### src/rtl/sram_port_arbiter.sv
// sram_port_arbiter
//   Arbitrates the single read/write port of the image SRAM between NUM_REQ
//   requesters (0: dithering engine, 1: MCU ingress loader, 2: MCU egress
//   reader). One access is granted per cycle. Locked bursts keep the grant
//   with one owner for up to MAX_BURST cycles. Read data is steered back to
//   the issuing requester through a RD_LATENCY-deep one-hot tag pipeline.
//
//   Build option: define ARB_ROUND_ROBIN_EN to rotate the arbitration
//   priority (the last granted requester becomes lowest). When it is not
//   defined, priority is fixed and index 0 is highest.
//
// Ports
//   clk, rst             clock; synchronous active-high reset
//   req/we/lock          per-requester request, write select, burst lock
//   addr/wdata           flattened per-requester address / write data
//   gnt                  one-hot grant (combinational)
//   rvalid/rdata         read return; rdata is sram_q passed through
//   sram_addr/wdata/wren/rden, sram_q   SRAM port-A interface
//   busy                 lock held or reads in flight
module sram_port_arbiter #(
  parameter int NUM_REQ    = 3,
  parameter int ADDR_WIDTH = 12,
  parameter int DATA_WIDTH = 8,
  parameter int RD_LATENCY = 2,
  parameter int MAX_BURST  = 8
) (
  input  logic                          clk,
  input  logic                          rst,
  input  logic [NUM_REQ-1:0]            req,
  input  logic [NUM_REQ-1:0]            we,
  input  logic [NUM_REQ-1:0]            lock,
  input  logic [NUM_REQ*ADDR_WIDTH-1:0] addr,
  input  logic [NUM_REQ*DATA_WIDTH-1:0] wdata,
  output logic [NUM_REQ-1:0]            gnt,
  output logic [NUM_REQ-1:0]            rvalid,
  output logic [DATA_WIDTH-1:0]         rdata,
  output logic [ADDR_WIDTH-1:0]         sram_addr,
  output logic [DATA_WIDTH-1:0]         sram_wdata,
  output logic                          sram_wren,
  output logic                          sram_rden,
  input  logic [DATA_WIDTH-1:0]         sram_q,
  output logic                          busy
);

  localparam int IDX_W = (NUM_REQ > 1) ? $clog2(NUM_REQ) : 1;
  localparam int CNT_W = $clog2(MAX_BURST + 1);

  typedef enum logic [0:0] {ARB, LOCKED} state_t;

  state_t                              state_q, state_d;
  logic [IDX_W-1:0]                    owner_q, owner_d;
  logic [CNT_W-1:0]                    cnt_q, cnt_d;
  logic                                excl_q, excl_d;
  logic [RD_LATENCY-1:0][NUM_REQ-1:0]  tag_q;
  logic [ADDR_WIDTH-1:0]               addr_q;

  logic [NUM_REQ-1:0]                  excl_mask, cand;
  logic [IDX_W-1:0]                    start;
  logic [IDX_W-1:0]                    arb_idx, gnt_idx;
  logic                                arb_found, gnt_vld;
  int unsigned                         scan;

`ifdef ARB_ROUND_ROBIN_EN
  logic [IDX_W-1:0] rr_last;

  always_ff @(posedge clk) begin
    if (rst)          rr_last <= IDX_W'(NUM_REQ - 1);
    else if (gnt_vld) rr_last <= gnt_idx;
  end

  assign start = (rr_last == IDX_W'(NUM_REQ - 1)) ? '0 : rr_last + 1'b1;
`else
  assign start = '0;
`endif

  // Candidate search. After a capped burst the previous owner is masked out
  // for one arbitration, unless it is the only requester.
  always_comb begin
    excl_mask = '0;
    if (excl_q) excl_mask = NUM_REQ'(1) << owner_q;
    cand = req & ~excl_mask;
    if (cand == '0) cand = req;
    arb_found = 1'b0;
    arb_idx   = '0;
    scan      = 0;
    for (int unsigned i = 0; i < NUM_REQ; i++) begin
      scan = 32'(start) + i;
      if (scan >= NUM_REQ) scan = scan - NUM_REQ;
      if (!arb_found && cand[scan]) begin
        arb_found = 1'b1;
        arb_idx   = IDX_W'(scan);
      end
    end
  end

  always_comb begin
    state_d = state_q;
    owner_d = owner_q;
    cnt_d   = cnt_q;
    excl_d  = 1'b0;
    gnt_vld = 1'b0;
    gnt_idx = owner_q;
    if (state_q == LOCKED && req[owner_q]) begin
      gnt_vld = 1'b1;
      if (!lock[owner_q]) begin
        state_d = ARB;
        cnt_d   = '0;
      end else if (int'(cnt_q) + 1 >= MAX_BURST) begin
        state_d = ARB;
        cnt_d   = '0;
        excl_d  = 1'b1;
      end else begin
        cnt_d = cnt_q + CNT_W'(1);
      end
    end else begin
      // Plain arbitration, also taken the same cycle a locked owner drops req.
      state_d = ARB;
      cnt_d   = '0;
      if (arb_found) begin
        gnt_vld = 1'b1;
        gnt_idx = arb_idx;
        owner_d = arb_idx;
        if (lock[arb_idx]) begin
          if (MAX_BURST > 1) begin
            state_d = LOCKED;
            cnt_d   = CNT_W'(1);
          end else begin
            excl_d = 1'b1;
          end
        end
      end
    end
    if (rst) gnt_vld = 1'b0;
  end

  always_ff @(posedge clk) begin
    if (rst) begin
      state_q <= ARB;
      owner_q <= '0;
      cnt_q   <= '0;
      excl_q  <= 1'b0;
      tag_q   <= '0;
      addr_q  <= '0;
    end else begin
      state_q <= state_d;
      owner_q <= owner_d;
      cnt_q   <= cnt_d;
      excl_q  <= excl_d;
      tag_q[0] <= (gnt_vld && !we[gnt_idx]) ? (NUM_REQ'(1) << gnt_idx) : '0;
      for (int unsigned i = 1; i < RD_LATENCY; i++) tag_q[i] <= tag_q[i-1];
      if (gnt_vld) addr_q <= addr[gnt_idx*ADDR_WIDTH +: ADDR_WIDTH];
    end
  end

  always_comb begin
    gnt        = gnt_vld ? (NUM_REQ'(1) << gnt_idx) : '0;
    sram_addr  = gnt_vld ? addr[gnt_idx*ADDR_WIDTH +: ADDR_WIDTH] : addr_q;
    sram_wdata = wdata[gnt_idx*DATA_WIDTH +: DATA_WIDTH];
    sram_wren  = gnt_vld & we[gnt_idx];
    sram_rden  = gnt_vld & ~we[gnt_idx];
    rvalid     = rst ? '0 : tag_q[RD_LATENCY-1];
    rdata      = sram_q;
    busy       = ~rst & ((state_q == LOCKED) | (tag_q != '0));
  end

endmodule

### config.mk
export PLATFORM = sky130hd
export DESIGN_NAME = sram_port_arbiter
export DESIGN_NICKNAME = d
export VERILOG_FILES = /design/src/rtl/sram_port_arbiter.sv
export SDC_FILE = /design/constraint.sdc
export NUM_CORES = 1
export LEC_CHECK = 0
export CAP_MARGIN = 20
export CORE_ASPECT_RATIO = 0.6
export CORE_MARGIN = 4
export CORE_UTILIZATION = 37
export DETAILED_ROUTE_END_ITERATION = 10
export PLACE_DENSITY_LB_ADDON = 0.25
export RECOVER_POWER = 25
export SYNTH_ARGS = -nofsm -noshare
export SYNTH_HDL_FRONTEND = slang
export SYNTH_SLANG_ARGS = --single-unit
### constraint.sdc
create_clock -name clk -period 2.3 [get_ports clk]
set_input_delay 0.345 -clock clk [delete_from_list [all_inputs] [get_ports clk]]
set_output_delay 0.345 -clock clk [all_outputs]
set_load 0.01 [all_outputs]
==> metrics <==
fraction of layout cells with a size suffix above 1 45.69%; initial cell density of the core 38.99%; clock skew 7.823 ps; R2R Setup Slk 0 ps; setup ws final -438.0 ps; Worst-path clk slew 100 ps; area occupied by multi-input gates 0.001599 mm^2; r2r endpoint addr_q[8]; Worst setup EP type output port; Max Transition Viols Final 0; most common cell after layout, fill and taps aside clkdlybuf4s50_1; # IOs 116; final setup fails 26; maximum vdd drop 0.0002966 V; Die Width 98.46 um; Tmin final 2738 ps; Core ar. 0.004659 mm^2; ys async rst share 0%; gpl congestion 0.8610; synthesized area per cell 8.147 um^2; grt total ovfl 0; Setup CP Type register to output port; HPWL Detailed 5415 um; FF-to-FF Start owner_q[0]; most frequent cells in the layout clkdlybuf4s50_1 (71), buf_4 (60), dfxtp_1 (24), buf_2 (21), nand2_1 (20); GR Util All Layers 24.74%; status finished, violations left; Setup crit start owner_q[0]; CTS tree done; 1st-pass router iterations 4; RSZ-0062 raised after global routing true; post-DR wirelength/cell 19.74 um; failing checks setup timing; post-route core utilization 83.49%; Yosys warnings 0; Post-synth EDFFs 0; Via Count 2540; Worst Reg-to-Reg Cells 9; Critical Path Sink sram_wren; Hold Fails Final Rpt 0; placed instance area 0.003182 mm^2; NumNets Final 465; vias per cell 5.695; Max FO, Critical Path 5; fin cells 446; Post-Route WL 8805 um; Hold Crit Class register to register; CTS Sinks 26; number of H-tree levels 1; # DRC 0; first-pass GRT wire length 12500 um; Arr. time, crit path 2390 ps; Fill cells 249; area grow syn2layout 114.1%; Inst Count DP 418; Pleak 0.001583 uW; Peak Freq 365.2 MHz; Worst Hold Launch tag_q[0]; PortBufs 99; initial antenna violation count 0; flop and latch count out of synthesis 26; Die Area 0.006132 mm^2; CTS Buffer Depth 2; ant diodes 0; Top FF cell, synth dfxtp_1; vias in the first global route 2476; Design Area, Final 0.003890 mm^2; cells after synthesis 223; number of cell rows 19; later-pin clock latency in the skew report 280 ps; Setup Slack @ Placement -1143 ps; CTS Buf Count 3; Final ANT Viol Nets 0; Reg area 525.5 um^2; max-cap violations 0; CP startpoint kind register; CTS root buf clkbuf_8; sequential-to-total area share from yosys stat 28.65%; synthesized area 0.001817 mm^2; critical path data required time 1960 ps; number of library cell types mapped by synthesis 50; DRT iter0 DRCs 165; chip height 62.28 um; pin count of the biggest net entering global routing 23; syn_nets 304; Final Cycle Share 119.0%; PwrDens 457.4 mW/mm^2; CTS Hold Bufs 0
==> power breakdown <==
group	total [uW]	internal [uW]	switching, uW
Sequential	498	483	15.6
Combinational	889	474	414
Clock	393	233	159
==> through the flow <==
stage	power, uW	hold slack [ps]	TNS, ps
6_report	1779	470.7	-8773
5_1_grt	1851	490.9	-10720
4_1_cts	1654	473.4	-7426
3_5_place_dp	1186	460.5	-28900
3_3_place_gp	1175	452.8	-28240
2_1_floorplan	796.7	416.6	0
==> layer usage <==
| layer | wire length [um] | up-vias | track usage, % |
|---|---|---|---|
| met5 | 0 | - | 0 |
| met4 | 250 | 0 | 4.089 |
| met3 | 787 | 22 | 6.488 |
| met2 | 4138 | 143 | 41.25 |
| met1 | 3629 | 1199 | 32.64 |
| li1 | - | 1176 | - |
==> logic make-up (layout without fill, tap and decap cells) <==
kind of cell	count (synthesis)	after routing	share of synthesized area [%]
multiplexers	4	4	2.617
XOR/XNOR	1	1	0.4822
AND/OR/NAND/NOR	100	100	29.34
buffers and inverters	26	186	8.334
other	1	1	0.2064
adder cells (fa/ha/maj)	2	2	1.377
AO/OA/AOI/OAI	63	63	29.00
flip-flops	26	26	28.65
==> what timing repair did <==
action / 4_1_cts / 5_1_grt
pin swaps: 43 / 25
endpoints found under the setup margin: 30 / 29
gates cloned: 2 / 0
gates resized for setup: 157 / 49
setup buffers: 17 / 10
==> worst min-delay path by stage <==
stage / end / slack, ps / depth (start not counted)
detailed placement: tag_q[3] / 460 / 1
global placement: tag_q[4] / 450 / 1
finish: tag_q[3] / 470 / 1
CTS: tag_q[3] / 470 / 1
global route: tag_q[4] / 490 / 1
floorplan: owner_q[1] / 420 / 1
==> critical path: stages (launching register included) <==
cell and delay (ps):
dfxtp_4 390, mux2_4 320, a31o_4 250, buf_6 130, o32a_4 430, a32o_2 280, o21a_1 170, buf_2 130
==> Yosys cell counts (4+ instances only) <==
master / count / area share, %
a21oi_1: 7 / 1.9
a221oi_1: 9 / 4.3
a311oi_1: 9 / 4.3
a31oi_1: 11 / 3.8
a32oi_1: 8 / 3.9
and2_1: 6 / 2.1
buf_2: 4 / 1.1
buf_4: 11 / 4.5
clkbuf_1: 7 / 1.4
dfxtp_1: 26 / 29
nand2_1: 30 / 6.2
nand3_1: 19 / 5.2
nor2_1: 12 / 2.5
nor2b_1: 11 / 3.8
nor3_1: 4 / 1.1
==> state kept, by name (all words and copies together) (netlist names) <==
signal	flops
addr_q	12
cnt_q	4
excl_q	1
owner_q	2
state_q	1
tag_q	6
==> final cells by class <==
type | instances | share of cell area (%)
tap | 63 | 2.026
timing repair buffer | 179 | 41.24
inverter | 3 | 0.2895
multi-input combinational | 171 | 41.11
clock buffer | 3 | 1.061
clock inverter | 1 | 0.7720
sequential | 26 | 13.51
Power figures use the tool's default switching activity.
